**src/rtl/lif_layer_scheduler.sv**
```systemverilog
// Shared leaky-integrate-and-fire datapath, time-multiplexed over N_NEURON
// membrane potentials and sequenced for T_STEPS timesteps per start pulse.
module lif_layer_scheduler #(
  parameter int              N_NEURON = 16,
  parameter int              IDX_W    = 4,
  parameter int              T_STEPS  = 8,
  parameter int              STEP_W   = 3,
  parameter int              TAU      = 2,
  parameter logic signed [7:0] VTH    = 8'sd0,
  parameter logic signed [7:0] VRES   = 8'sd0
) (
  input  logic                clk,
  input  logic                rst_n,
  input  logic                start,
  input  logic                clr_mem,
  input  logic                abort,
  input  logic                ir_valid,
  input  logic [7:0]          ir_data,
  output logic                ir_ready,
  output logic                busy,
  output logic [IDX_W-1:0]    cur_idx,
  output logic [STEP_W-1:0]   cur_step,
  output logic [N_NEURON-1:0] spike_vec,
  output logic                step_done,
  output logic                all_done
);

  typedef enum logic [1:0] {IDLE, RUN, DONE} state_t;

  localparam logic [IDX_W-1:0]  LAST_IDX  = IDX_W'(N_NEURON - 1);
  localparam logic [STEP_W-1:0] LAST_STEP = STEP_W'(T_STEPS - 1);

  state_t              state;
  logic signed [7:0]   mem [N_NEURON];
  logic [N_NEURON-1:0] shadow;

  logic signed [7:0] v;
  logic signed [8:0] d9;
  logic signed [8:0] delta;
  logic signed [8:0] nv9;
  logic signed [7:0] nv;
  logic              spike;
  logic              xfer;

  assign ir_ready = (state == RUN);
  assign busy     = (state != IDLE);
  assign xfer     = ir_ready && ir_valid;

  // Leak toward the input current by 1/2**TAU of the gap, floor rounding.
  always_comb begin
    v     = mem[cur_idx];
    d9    = $signed({ir_data[7], ir_data}) - $signed({v[7], v});
    delta = d9 >>> TAU;
    nv9   = $signed({v[7], v}) + delta;
    if (nv9 > 9'sd127)
      nv = 8'sd127;
    else if (nv9 < -9'sd128)
      nv = -8'sd128;
    else
      nv = nv9[7:0];
    spike = (nv > VTH);
  end

  // NOTE: potentials are flops rather than RAM because every entry must be
  // writable in a single cycle (reset and clr_mem), so a loop reset is legal.
  always_ff @(posedge clk) begin
    if (!rst_n) begin
      state     <= IDLE;
      cur_idx   <= '0;
      cur_step  <= '0;
      spike_vec <= '0;
      step_done <= 1'b0;
      all_done  <= 1'b0;
      shadow    <= '0;
      for (int i = 0; i < N_NEURON; i++) mem[i] <= VRES;
    end else begin
      step_done <= 1'b0;
      all_done  <= 1'b0;
      case (state)
        IDLE: begin
          if (start) begin
            state    <= RUN;
            cur_idx  <= '0;
            cur_step <= '0;
            if (clr_mem)
              for (int i = 0; i < N_NEURON; i++) mem[i] <= VRES;
          end
        end
        RUN: begin
          if (abort) begin
            state    <= IDLE;
            cur_idx  <= '0;
            cur_step <= '0;
            shadow   <= '0;
          end else if (xfer) begin
            mem[cur_idx]    <= spike ? VRES : nv;
            shadow[cur_idx] <= spike;
            if (cur_idx == LAST_IDX) begin
              spike_vec <= {spike, shadow[N_NEURON-2:0]};
              shadow    <= '0;
              step_done <= 1'b1;
              cur_idx   <= '0;
              if (cur_step < LAST_STEP) begin
                cur_step <= cur_step + 1'b1;
              end else begin
                state    <= DONE;
                all_done <= 1'b1;
              end
            end else begin
              cur_idx <= cur_idx + 1'b1;
            end
          end
        end
        DONE: begin
          state    <= IDLE;
          cur_step <= '0;
        end
        default: state <= IDLE;
      endcase
    end
  end

endmodule

```
**config.mk**
```make
export PLATFORM = sky130hd
export DESIGN_NAME = lif_layer_scheduler
export DESIGN_NICKNAME = d
export VERILOG_FILES = /design/src/rtl/lif_layer_scheduler.sv
export SDC_FILE = /design/constraint.sdc
export NUM_CORES = 1
export LEC_CHECK = 0
export BUFFER_PORTS_ARGS = -buffer_cell sky130_fd_sc_hd__buf_2
export CAP_MARGIN = 20
export CORE_MARGIN = 1
export CORE_UTILIZATION = 55
export CTS_BUF_LIST = sky130_fd_sc_hd__clkbuf_2 sky130_fd_sc_hd__clkbuf_4 sky130_fd_sc_hd__clkbuf_8
export DETAILED_ROUTE_END_ITERATION = 8
export PLACE_DENSITY = 0.75
export SLEW_MARGIN = 20
export SYNTH_ARGS = -nofsm -noshare
export SYNTH_HDL_FRONTEND = slang
export SYNTH_SLANG_ARGS = --single-unit
```
**constraint.sdc**
```tcl
create_clock -name clk -period 5.12 [get_ports clk]
set_clock_uncertainty 0.15 [all_clocks]
set_input_delay 0.512 -clock clk [delete_from_list [all_inputs] [get_ports clk]]
set_output_delay 0.512 -clock clk [all_outputs]
set_load 0.005 [all_outputs]
```
==> results.md <==
| Metric | Value |
|---|---|
| Count of inserted antenna diode cells | 0 |
| Critical path's slowest cell | or4_4 |
| Max-slew headroom | 0.400 |
| Initial DRC Count | 679 |
| Routed Antenna Nets | 0 |
| Final nets | 857 |
| Number of placed instances, taps included | 996 |
| Top Ports | 41 |
| Gpl congestion | 0.857 |
| Total of warnings raised by yosys | 0 |
| Crit path buf inv count | 4 |
| Endpoint class of the critical path | flip-flop |
| Floorplan die height | 129 microns |
| Arr. time, crit path | 5.15 ns |
| Final instance area | 10200 sq um |
| Gate count of the mapped netlist | 759 |
| Fillers | 1175 |
| Layout cell share with drive strength beyond 1 | 0.277 |
| Total power draw | 3.89 mW |
| Sequential share of the synthesized area | 0.537 |
| Post-synthesis area per instance | 11.7 sq um |
| CTS Buffer Depth | 2 |
| Result of the run | finished clean |
| Hold WC Path Type | input pin to flip-flop |
| Share of the synthesized area in the top cell type | 0.433 |
| Post-detailed-route DRC marker count | 0 |
| Number of hold violations in the final report | 0 |
| Number of clock sinks | 174 |
| GRT overflow | 0 |
| Ratio of final minimum period to clock period | 0.975 |
| Clock root buffer | clkbuf_8 |
| Clock tree from TritonCTS | done |
| Area leader, netlist | edfxtp_1 |
| Initial cell density of the core | 0.561 |
| H-tree lvl count | 4 |
| Net switching component of the power | 1.20 mW |
| Chain of cells forming the critical path | buf_12, mux4_2, mux4_2, inv_1, ha_1, a21oi_1, nand2_1, a2111oi_0, or2_1, o31a_1, xnor2_1, ha_1, nand2_1, or4_4, o2111ai_4, buf_4, nand4_4, buf_12, nor2_1 |
| Async SR Flop Fraction | 0 |
| Combinational Power Share | 0.299 |
| Quantity of hold-fixing buffers added after cts | 0 |
| Pins Over Slew Limit | 0 |
| Most used flip-flop cell after synthesis | edfxtp_1 |
| Wirelength per Cell | 21.8 microns |
| Flop pwr share | 0.407 |
| Startpoint type of the worst setup path | flip-flop |
| Detailed Place HPWL | 15.7 mm |
| Largest cells by area after synthesis | edfxtp_1, dfxtp_1, mux4_2 |
| Worst hold margin | 0.226 ns |
| Kind of critical path | flip-flop to flip-flop |
| Post-route non-filler standard cell count | 1047 |
| Highest clock rate | 200 MHz |
| Vias in the first global route | 6156 |
| Final Setup Violations | 0 |
| Required time reported for the critical path endpoint | 5.28 ns |
| Maximum number of pins on one net before global-route repair | 38 |
| Most frequent standard cell in the layout excluding fill and tap cells | edfxtp_1 |
| Power density over the cells | 381 nW/um^2 |
| Combined area of all synthesized cells | 8870 sq um |
| GRT Overall Usage | 0.286 |
| Final critical-path setup slack | 0.129 ns |
| Area after detailed placement | 9400 sq um |
| Worst-Margin Slew | 0.894 ns |
| Core footprint | 15800 sq um |
| Total nets after synthesis | 798 |
| Number of buffers created by CTS | 17 |
| Clock latency of the later-clocked register in the worst-skew pair | 0.47 ns |
| Worst vdd ir | 0.000278 V |
| Detailed Routing Iterations Pass 1 | 5 |
| Slowest Stage Delay on Critical Path | 0.55 ns |
| Category of cells accounting for the largest share of critical-path delay | simple AND/OR/NAND/NOR gates |
| Fin crit period | 4.99 ns |
| Flop-to-flop setup slack | 0.13 ns |
| Register clock-pin slew on the reported worst setup and hold paths | 0.08 ns |
| Chip width | 129 microns |
| Post-synthesis to final-layout area growth | 15.0% |
| Final TNS setup | 0 ns |
| Most frequent cells in the layout | edfxtp_1, nor2_1, nand2_1, dfxtp_1, a21oi_1 |
| Max-cap viol count | 0 |
| Clock Power Share | 0.294 |
| Global-route wire length before repair | 34.5 mm |
| Vias after detailed routing | 6593 |
| Die Footprint | 16600 sq um |
| Routed wire length | 22.9 mm |
| Switching share of total power | 0.308 |
| LEAKAGE | 3.78 nW |
| Internal power contribution | 2.69 mW |
| Via density per instance | 6.30 |
| Worst setup timing slack at the placement stage | -0.190 ns |
| Total of flip-flops plus latches after synthesis | 174 |
| Number of antenna violations at the first check in global routing | 0 |
| Total number of placement rows | 46 |
| Number of buffers inserted by port buffering | 40 |
| Count of flip-flops with a built-in enable after synthesis | 128 |
| Critical Path Fanout Max | 16 |
| Share of the core filled with cells | 0.645 |
| Distinct cells, synth | 66 |
-- cell type report --
| type | count | area [sq um] | area share |
|---|---|---|---|
| tap | 216 | 270 | 0.0265 |
| multi-input combinational | 517 | 3840 | 0.377 |
| sequential | 174 | 4770 | 0.467 |
| clock buffer | 21 | 270 | 0.0265 |
| inverter | 20 | 75.1 | 0.00736 |
| clock inverter | 11 | 211 | 0.0207 |
| timing repair buffer | 88 | 766 | 0.0750 |
-- logic make-up (layout without fill, tap and decap cells) --
logic type,after synthesis,after routing,synth area share
AOI/OAI and AO/OA,143,143,0.114
xor gates and xnor gates,9,9,0.00888
adders and majority gates,25,25,0.0361
buffers and inverters,68,140,0.0383
DFF,174,174,0.537
muxes,48,48,0.104
and+or+nand+nor,292,292,0.161
-- power groups by stage --
stage	combinational, mW	clock [mW]	sequential (mW)
after CTS	1.03	1.15	1.58
after floorplan	0.660	0	1.61
after detailed placement	0.944	0	1.62
after global placement	0.926	0	1.61
final	1.16	1.14	1.58
after global routing	1.22	1.21	1.59
-- tightest hold or removal path, delay by kind of cell --
family | cells | cell delay (ns)
buf+inv | 1 | 0.13
simple gates | 1 | 0.07
compound gates | 1 | 0.08
-- registers in the layout, indices dropped and copies added, names as in the netlist, named ones only --
signal / count
cur_step: 3
all_done: 1
mem: 128
cur_idx: 4
state: 2
shadow: 15
step_done: 1
spike_vec: 16
-- cell usage after synthesis (all sizes together) (11+ instances only) --
cell,number
nand2,74
o31ai,14
nor2,148
nand3,25
clkbuf,23
a41oi,11
edfxtp,128
dfxtp,46
inv,20
mux4,35
ha,24
and3,12
buf,25
a21oi,50
o21ai,21
-- worst paths after layout --
path | from | endpoint | cells past startpoint
max reg2reg | flip-flop | mem[2][6] | 19
min reg2reg | spike_vec[12] | spike_vec[12] | 2
max | flip-flop | mem[2][6] | 19
min | start | state[0] | 3
-- per-layer routing --
layer | track usage | vias up | wire length, microns
li1 | - | 2920 | -
met1 | 0.372 | 3246 | 8900
met2 | 0.476 | 383 | 11300
met3 | 0.0595 | 44 | 2100
met4 | 0.103 | 0 | 529
met5 | 0 | - | 0
-- repair_timing --
action,CTS,global route
pin swaps,4,5
setup endpoints to repair,67,144
cloned,0,1
hold endpoints to repair,0,0
setup buffers,5,13
gates resized for setup,1,21
Note: power is estimated with default switching activity, not from simulation.
